$ cat src/rtl/if_fetch_pkg.sv
// +----------------------------------------------------------------------------+
// | Module : if_fetch_pkg                                                      |
// | Brief  : Shared state encoding and constants for the instruction fetch.    |
// | Rev    : 1.0 - initial release                                             |
// +----------------------------------------------------------------------------+
`default_nettype none

package if_fetch_pkg;

    localparam logic [31:0] C_ZERO_WORD    = 32'h0000_0000;
    localparam logic        C_CHIP_ENABLE  = 1'b1;
    localparam logic [31:0] C_NOP_INST     = 32'h0000_0013;

    typedef enum logic [1:0] {
        IF_IDLE  = 2'd0,
        IF_FETCH = 2'd1,
        IF_DONE  = 2'd2
    } if_state_e;

endpackage

`default_nettype wire

$ cat src/rtl/if_byte_asm.sv
// +----------------------------------------------------------------------------+
// | Module : if_byte_asm                                                       |
// | Brief  : Four indexed byte registers presented as one little-endian word.  |
// | Rev    : 1.0 - initial release                                             |
// +----------------------------------------------------------------------------+
`default_nettype none

module if_byte_asm (
    input  logic        clk,
    input  logic        rst,
    input  logic        we_i,
    input  logic [1:0]  idx_i,
    input  logic [7:0]  wdata_i,
    output logic [31:0] word_o
);

    for (genvar i = 0; i < 4; i++) begin : g_byte
        logic [7:0] byte_q;

        always_ff @(posedge clk or negedge rst) begin
            if (!rst) begin
                byte_q <= 8'h00;
            end else if (we_i && (idx_i == 2'(i))) begin
                byte_q <= wdata_i;
            end
        end

        assign word_o[8*i +: 8] = byte_q;
    end

endmodule

`default_nettype wire

$ cat src/rtl/if_fetch.sv
// +----------------------------------------------------------------------------+
// | Module : if_fetch                                                          |
// | Brief  : Byte-serial instruction fetch feeding the IF/ID latch.            |
// |          Optional misaligned-PC NOP substitution: IF_MISALIGN_CHECK_EN.    |
// | Rev    : 1.0 - initial release                                             |
// +----------------------------------------------------------------------------+
`default_nettype none

module if_fetch
    import if_fetch_pkg::*;
#(
    parameter int unsigned       ADDR_W   = 32,
    parameter int unsigned       INST_W   = 32,
    parameter logic [INST_W-1:0] NOP_INST = C_NOP_INST
) (
    input  logic              clk,
    input  logic              rst,
    input  logic [ADDR_W-1:0] pc,
    input  logic              ce,
    input  logic [5:0]        stall,
    input  logic              flush,
    output logic              mem_req,
    output logic [ADDR_W-1:0] mem_addr,
    input  logic [7:0]        mem_rdata,
    input  logic              mem_ready,
    output logic [INST_W-1:0] inst,
    output logic [ADDR_W-1:0] inst_pc,
    output logic              inst_valid,
    output logic              stallreq_if
`ifdef IF_MISALIGN_CHECK_EN
    ,
    output logic              inst_misalign
`endif
);

    if_state_e         state_q, state_d;
    logic [1:0]        cnt_q, cnt_d;
    logic [ADDR_W-1:0] addr_q, addr_d;
    logic [INST_W-1:0] inst_q;
    logic [ADDR_W-1:0] inst_pc_q;
    logic [31:0]       w_word;
    logic              w_req;
    logic              w_we;
    logic              w_ld_word;
`ifdef IF_MISALIGN_CHECK_EN
    logic              w_ld_nop;
    logic              misalign_q;
`endif

    always_comb begin
        state_d   = state_q;
        cnt_d     = cnt_q;
        addr_d    = addr_q;
        w_ld_word = 1'b0;
`ifdef IF_MISALIGN_CHECK_EN
        w_ld_nop  = 1'b0;
`endif
        // A redirect or a dropped enable abandons any partial word.
        if (flush || ((ce != C_CHIP_ENABLE) && (state_q != IF_IDLE))) begin
            state_d = IF_IDLE;
            cnt_d   = 2'd0;
        end else begin
            case (state_q)
                IF_IDLE: begin
                    if (ce == C_CHIP_ENABLE) begin
                        addr_d = pc;
                        cnt_d  = 2'd0;
`ifdef IF_MISALIGN_CHECK_EN
                        if (pc[1:0] != 2'b00) begin
                            state_d  = IF_DONE;
                            w_ld_nop = 1'b1;
                        end else begin
                            state_d = IF_FETCH;
                        end
`else
                        state_d = IF_FETCH;
`endif
                    end
                end
                IF_FETCH: begin
                    if (mem_ready) begin
                        cnt_d = cnt_q + 2'd1;
                        if (cnt_q == 2'd3) begin
                            state_d   = IF_DONE;
                            w_ld_word = 1'b1;
                        end
                    end
                end
                IF_DONE: begin
                    if (!stall[1]) begin
                        state_d = IF_IDLE;
                    end
                end
                default: state_d = IF_IDLE;
            endcase
        end
    end

    assign w_req = (state_q == IF_FETCH) && ce && !flush;
    assign w_we  = w_req && mem_ready;

    if_byte_asm u_byte_asm (
        .clk     (clk),
        .rst     (rst),
        .we_i    (w_we),
        .idx_i   (cnt_q),
        .wdata_i (mem_rdata),
        .word_o  (w_word)
    );

    always_ff @(posedge clk or negedge rst) begin
        if (!rst) begin
            state_q   <= IF_IDLE;
            cnt_q     <= 2'd0;
            addr_q    <= '0;
            inst_q    <= C_ZERO_WORD;
            inst_pc_q <= '0;
        end else begin
            state_q <= state_d;
            cnt_q   <= cnt_d;
            addr_q  <= addr_d;
            // The last byte bypasses its register so the word is complete in DONE.
            if (w_ld_word) begin
                inst_q    <= {mem_rdata, w_word[23:0]};
                inst_pc_q <= addr_q;
            end
`ifdef IF_MISALIGN_CHECK_EN
            else if (w_ld_nop) begin
                inst_q    <= NOP_INST;
                inst_pc_q <= pc;
            end
`endif
        end
    end

`ifdef IF_MISALIGN_CHECK_EN
    always_ff @(posedge clk or negedge rst) begin
        if (!rst) begin
            misalign_q <= 1'b0;
        end else if (w_ld_nop) begin
            misalign_q <= 1'b1;
        end else if (w_ld_word) begin
            misalign_q <= 1'b0;
        end
    end

    assign inst_misalign = inst_valid && misalign_q;
`endif

    assign mem_req     = w_req;
    assign mem_addr    = addr_q + {{(ADDR_W-2){1'b0}}, cnt_q};
    assign inst        = inst_q;
    assign inst_pc     = inst_pc_q;
    assign inst_valid  = (state_q == IF_DONE) && ce && !flush;
    // Gated by rst so every output reads zero while reset is held.
    assign stallreq_if = rst && ce && (state_q != IF_DONE);

    logic w_unused;
`ifdef IF_MISALIGN_CHECK_EN
    assign w_unused = &{1'b0, stall[5:2], stall[0], w_word[31:24]};
`else
    assign w_unused = &{1'b0, stall[5:2], stall[0], w_word[31:24], NOP_INST};
`endif

endmodule

`default_nettype wire

$ cat config.mk
export PLATFORM = sky130hd
export DESIGN_NAME = if_fetch
export DESIGN_NICKNAME = d
export VERILOG_FILES = /design/src/rtl/if_fetch_pkg.sv /design/src/rtl/if_byte_asm.sv /design/src/rtl/if_fetch.sv
export SDC_FILE = /design/constraint.sdc
export NUM_CORES = 1
export LEC_CHECK = 0
export CAP_MARGIN = 5
export CORE_MARGIN = 2
export CORE_UTILIZATION = 48
export CTS_CLUSTER_DIAMETER = 200
export DETAILED_ROUTE_END_ITERATION = 8
export PLACE_DENSITY = 0.8
export SLEW_MARGIN = 0
export SYNTH_ARGS = -nofsm -noshare
export SYNTH_HDL_FRONTEND = slang
export SYNTH_SLANG_ARGS = --single-unit
$ cat constraint.sdc
create_clock -name clk -period 2.96 [get_ports clk]
set_clock_uncertainty 0.1 [all_clocks]
set_input_delay 0.592 -clock clk [delete_from_list [all_inputs] [get_ports clk]]
set_output_delay 0.592 -clock clk [all_outputs]
set_load 0.01 [all_outputs]
## Yosys cells after proc, flatten, opt, wreduce, memory -nomap -nowiden

Index checks and enable logic that the tools add are counted.

- Mux-type cells: 14
- Bitwise operators: 2
- Order comparisons: 0
- Divide/modulo/power cells: 0
- Multipliers: 0
- Reduce and logical (&&, ||, !) cells: 20
- $add $sub $neg: 2
- Eq/ne operators: 10
- Shifts and indexed selects: 0

Operator list:

| kind | count |
|---|---|
| $add 32x2->32 | 1 |
| $mux 2 | 8 |
| $ne 3x3->1 const B | 4 |
| $logic_and 1x1->1 | 11 |
| $eq 2x2->1 const B | 3 |
| $pmux 2 s3 | 1 |
| $reduce_and 3->1 | 2 |
| $eq 2x1->1 const B | 2 |
| $logic_not 2->1 | 2 |
| $mux 1 | 4 |
| $pmux 2 s2 | 1 |
| $reduce_and 4->1 | 1 |
| $reduce_bool 3->1 | 1 |
| $add 2x1->2 const B | 1 |
| $ne 2x2->1 const B | 1 |
| $not 1->1 | 2 |
| $reduce_bool 2->1 | 1 |
| $logic_not 1->1 | 1 |
| $logic_or 1x1->1 | 1 |

- Output and inout port bits: 99
- Register bits: 124
- Memories: 0
- Latch bits: 0
- Word-level logic and storage cells: 56
- Bits in read-only memories: 0
- Bits of input ports: 51
- Memory bits (writable): 0

## Logic depth before layout (Yosys ltp)

- Word-level depth: 5
- Mapped depth: 8
- Depth with buffers taken out: 7

## Modules after synthesis

A second synthesis with hierarchy kept.

- Cells, all modules: 393
- Area total of the unflattened synthesis: 5,935.7 sq um

By module, submodules not included:

| module | area each (sq um) | cells each | times used | sequential area each (sq um) |
|---|---|---|---|---|
| if_fetch | 4,723.3 | 325 | 1 | 2,502.4 |
| if_byte_asm | 1,212.4 | 68 | 1 | 800.8 |

## Least setup slack after synthesis

OpenSTA, ideal clock, no wires.

- Kind: register to output
- Start: register cnt_q[0]
- End: output port mem_addr[24]
- Data arrival time: 2.173 ns
- Path buffers: 1
- Cell stages (with the launch flop): 9
- Data required time: 2.268 ns
- Setup slack: 0.095 ns
- Cells stage by stage: dfrtp_1 ha_1 inv_1 fa_1 nand4b_1 or4_1 clkbuf_1 nor2_1 xor2_1

- Cells in the longest elaborated chain, start to end: 1

RTL lines:

| element | line | RTL |
|---|---|---|
| start: declaration | if_fetch.sv:37 | `logic [1:0] cnt_q, cnt_d;` |
| start signal: assignment | if_fetch.sv:120 | `cnt_q <= cnt_d;` |
| $add 32x2->32 | if_fetch.sv:151 | `assign mem_addr = addr_q + {{(ADDR_W-2){1'b0}}, cnt_q};` |
| end: declaration | if_fetch.sv:23 | `output logic [ADDR_W-1:0] mem_addr,` |

No other way between the ends.

## Final worst setup path

- Start: register addr_q[0]
- End: output port mem_addr[22]

- Cells in the longest elaborated chain, start to end: 1

RTL lines:

| element | line | RTL |
|---|---|---|
| start: declaration | if_fetch.sv:38 | `logic [ADDR_W-1:0] addr_q, addr_d;` |
| start signal: assignment | if_fetch.sv:121 | `addr_q <= addr_d;` |
| $add 32x2->32 | if_fetch.sv:151 |  |

No other way between the ends.

==> impl_metrics.tcl <==
set metrics [dict create \
    crit_path_cell_trace "ha_2, inv_2, fa_2, nand4b_1, or4_4, buf_6, nor3_4, xor2_1, buf_2" \
    slowest_stage "or4_4" \
    drc 0 \
    maxCapViolCount 0 \
    final-max-slew-violation-count 0 \
    status "finished, violations left" \
    vias 3848 \
    register_area_sq_um 3103 \
    ant_nets 0 \
    h-tree-depth 4 \
    ios 150 \
    syn-cell-area_sq_um 5424 \
    grt_pass1_wl_um 20300 \
    yosys_most_used_dff "dfrtp_1" \
    clock_sinks 124 \
    critPathKind "register to output port" \
    dp_hpwl_um 8498 \
    wl_um 12910 \
    ys_types 40 \
    clk_pin_slew_ns 0.06 \
    clock_path_buffers 2 \
    ys_ff_latch 124 \
    firstDrtPassIters 4 \
    violations "setup timing" \
    fmax_mhz 295.8 \
    setup_viol 23 \
    antenna_found_initial 0 \
    clk_latency_ns 0.40 \
    dpl_cell_area_sq_um 7242 \
    cts_buffers 17 \
    critPathRequiredTime_ns 2.27 \
    final_hold_viol_count 0 \
    pre_cts_ws_ns -0.4834 \
    relSlewSlack_pct 36.08 \
    synth_edf_count 0 \
    setup_slack_ns -0.4210 \
    port_buffers 144 \
    finalPower_mw 4.394 \
    worstPathArrival_ns 2.69 \
    grt_max_degree 79 \
    synth.yosys.seq_area_share_pct 57.21 \
    placed_cells 693 \
    grt_overflow_total 0 \
    tns_ns -5.536 \
    cp-start-kind "register" \
    synth_warnings 0 \
    rsz0062_at_grt "true" \
    root_buffer "clkbuf_16" \
    fp.dieW_um 110.3 \
    cp_num_buf_inv 3 \
    fin_crit_ns 3.381 \
    hp-class "register to register" \
    viasPerCell 5.165 \
    antenna_cells 0 \
    grt_use_total_pct 22.06 \
    final_cell_area_sq_um 8110 \
    initial_core_util_pct 49.60 \
    drive_gt1_share_pct 43.31 \
    final_nets 651 \
    core_region_area_sq_um 10940 \
    syn_to_final_growth_pct 49.53 \
    worst-path-max-fanout 5 \
    path_delay_family "simple AND/OR/NAND/NOR gates" \
    dr.first_iter.drc_count 160 \
    syn_area_per_cell_sq_um 13.94 \
    syn_inst 389 \
    synth_nets 447 \
    max-vdd-ir-drop_mv 0.3214 \
    tritoncts "done" \
    cp-end-kind "output port" \
    wl_per_cell_um 17.32 \
    die_h_um 110.3 \
    dieArea_sq_um 12170 \
    critPathMaxStageDelay_ns 0.52 \
    grt_pass1_vias 4186 \
    multiInputGateArea_sq_um 2434 \
    p_per_area_nw_per_um2 541.8 \
    layoutNonFillerInstCount 745 \
    fin_crit_sh_pct 114.2 \
    fill_cells 706 \
    tightest_slew_ns 0.9588 \
    postSynth.asyncResetShare_pct 100.0 \
    rows 38 \
    cellLeakagePower_nw 3.948 \
    place.gp.congestion 0.8550 \
]
## placed cells by master, fill, tap and decap left out, drive strengths merged, types with 6 or more instances in the layout
master,instances
dfrtp,124
mux2,117
clkdlybuf4s50,112
buf,82
nand2,22
clkbuf,19
xor2,19
inv,11
nor2,11
xnor2,11
nor3,9
nand3,8
clkinv,6
ha,6
and3,6
## Yosys cell counts, types with 6 or more instances
cell | n | area (sq um)
mux2_1 | 12 | 135.1
nand2_1 | 22 | 82.58
dfrtp_1 | 124 | 3103
ha_1 | 6 | 75.07
xor2_1 | 19 | 166.4
nand3_1 | 7 | 35.03
nor2_1 | 10 | 37.54
xnor2_1 | 11 | 96.34
inv_1 | 10 | 37.54
mux2_2 | 105 | 1182
buf_2 | 9 | 45.04
## through the flow
step	utilization, %	hold slack, ns
5_1_grt	74.16	0.4143
4_1_cts	72.85	0.3937
6_report	74.16	0.3889
2_1_floorplan	-	0.1964
3_5_place_dp	66.22	0.2939
3_3_place_gp	66.22	0.2938
## per-layer routing
metal / up-vias / GRT usage (%) / part of all wire (%)
li1: 1780 / - / -
met1: 1954 / 27.88 / 43
met2: 98 / 36.81 / 51
met3: 16 / 5.585 / 4.0
met4: 0 / 8.036 / 1.8
met5: - / 0 / 0
## kinds of logic (layout without fill, tap and decap cells)
family / count (synthesis) / count (layout) / share of synthesized area, %
AO/OA/AOI/OAI: 9 / 9 / 0.8997
XOR/XNOR: 30 / 30 / 4.844
adder cells (fa/ha/maj): 7 / 7 / 1.753
buffers and inverters: 24 / 240 / 2.145
flip-flops: 124 / 124 / 57.21
multiplexers: 118 / 118 / 24.48
AND/OR/NAND/NOR: 77 / 77 / 8.674
## area by class of cell
cell class	count	area share, %
Timing Repair Buffer	199	22.43
Tap cell	140	2.160
Clock inverter	12	1.219
Multi-Input combinational cell	241	30.01
Sequential cell	124	38.26
Clock buffer	19	5.461
Inverter	10	0.4628
## sequential cells by signal (all words and copies together) (netlist names)
register and flops:
addr_q 32, inst 32, inst_pc 32, u_byte_asm.g_byte.byte_q 24, cnt_q 2, state_q 2
## where the power goes
part / internal (mW) / switching, mW / total (mW)
sequential: 1.81 / 0.109 / 1.92
clock: 1.16 / 0.718 / 1.88
combinational: 0.316 / 0.283 / 0.599
total: 3.28 / 1.11 / 4.39
## final timing paths
| path | start | to | slack, ns | cells after the start |
|---|---|---|---|---|
| max | addr_q[0] | mem_addr[22] | -0.42 | 9 |
| min | u_byte_asm.g_byte[0].byte_q[5] | inst[5] | 0.39 | 1 |
| min reg2reg | u_byte_asm.g_byte[0].byte_q[5] | inst[5] | 0.39 | 1 |
| max in group asynchronous | rst | inst_pc[31] | 1.21 | 3 |
| max reg2reg | state_q[1] | addr_q[12] | 0.95 | 5 |
| min in group asynchronous | rst | inst[28] | 0.42 | 2 |
## repair_timing
action / in CTS / in global routing
buffers inserted: 12 / 10
gates resized for setup: 128 / 48
endpoints found under the hold margin: 2 / 0
pin swaps: 12 / 16
endpoints found under the setup margin: 29 / 30
hold buffers: 1 / 0
Note: power is estimated with default switching activity, not from simulation.
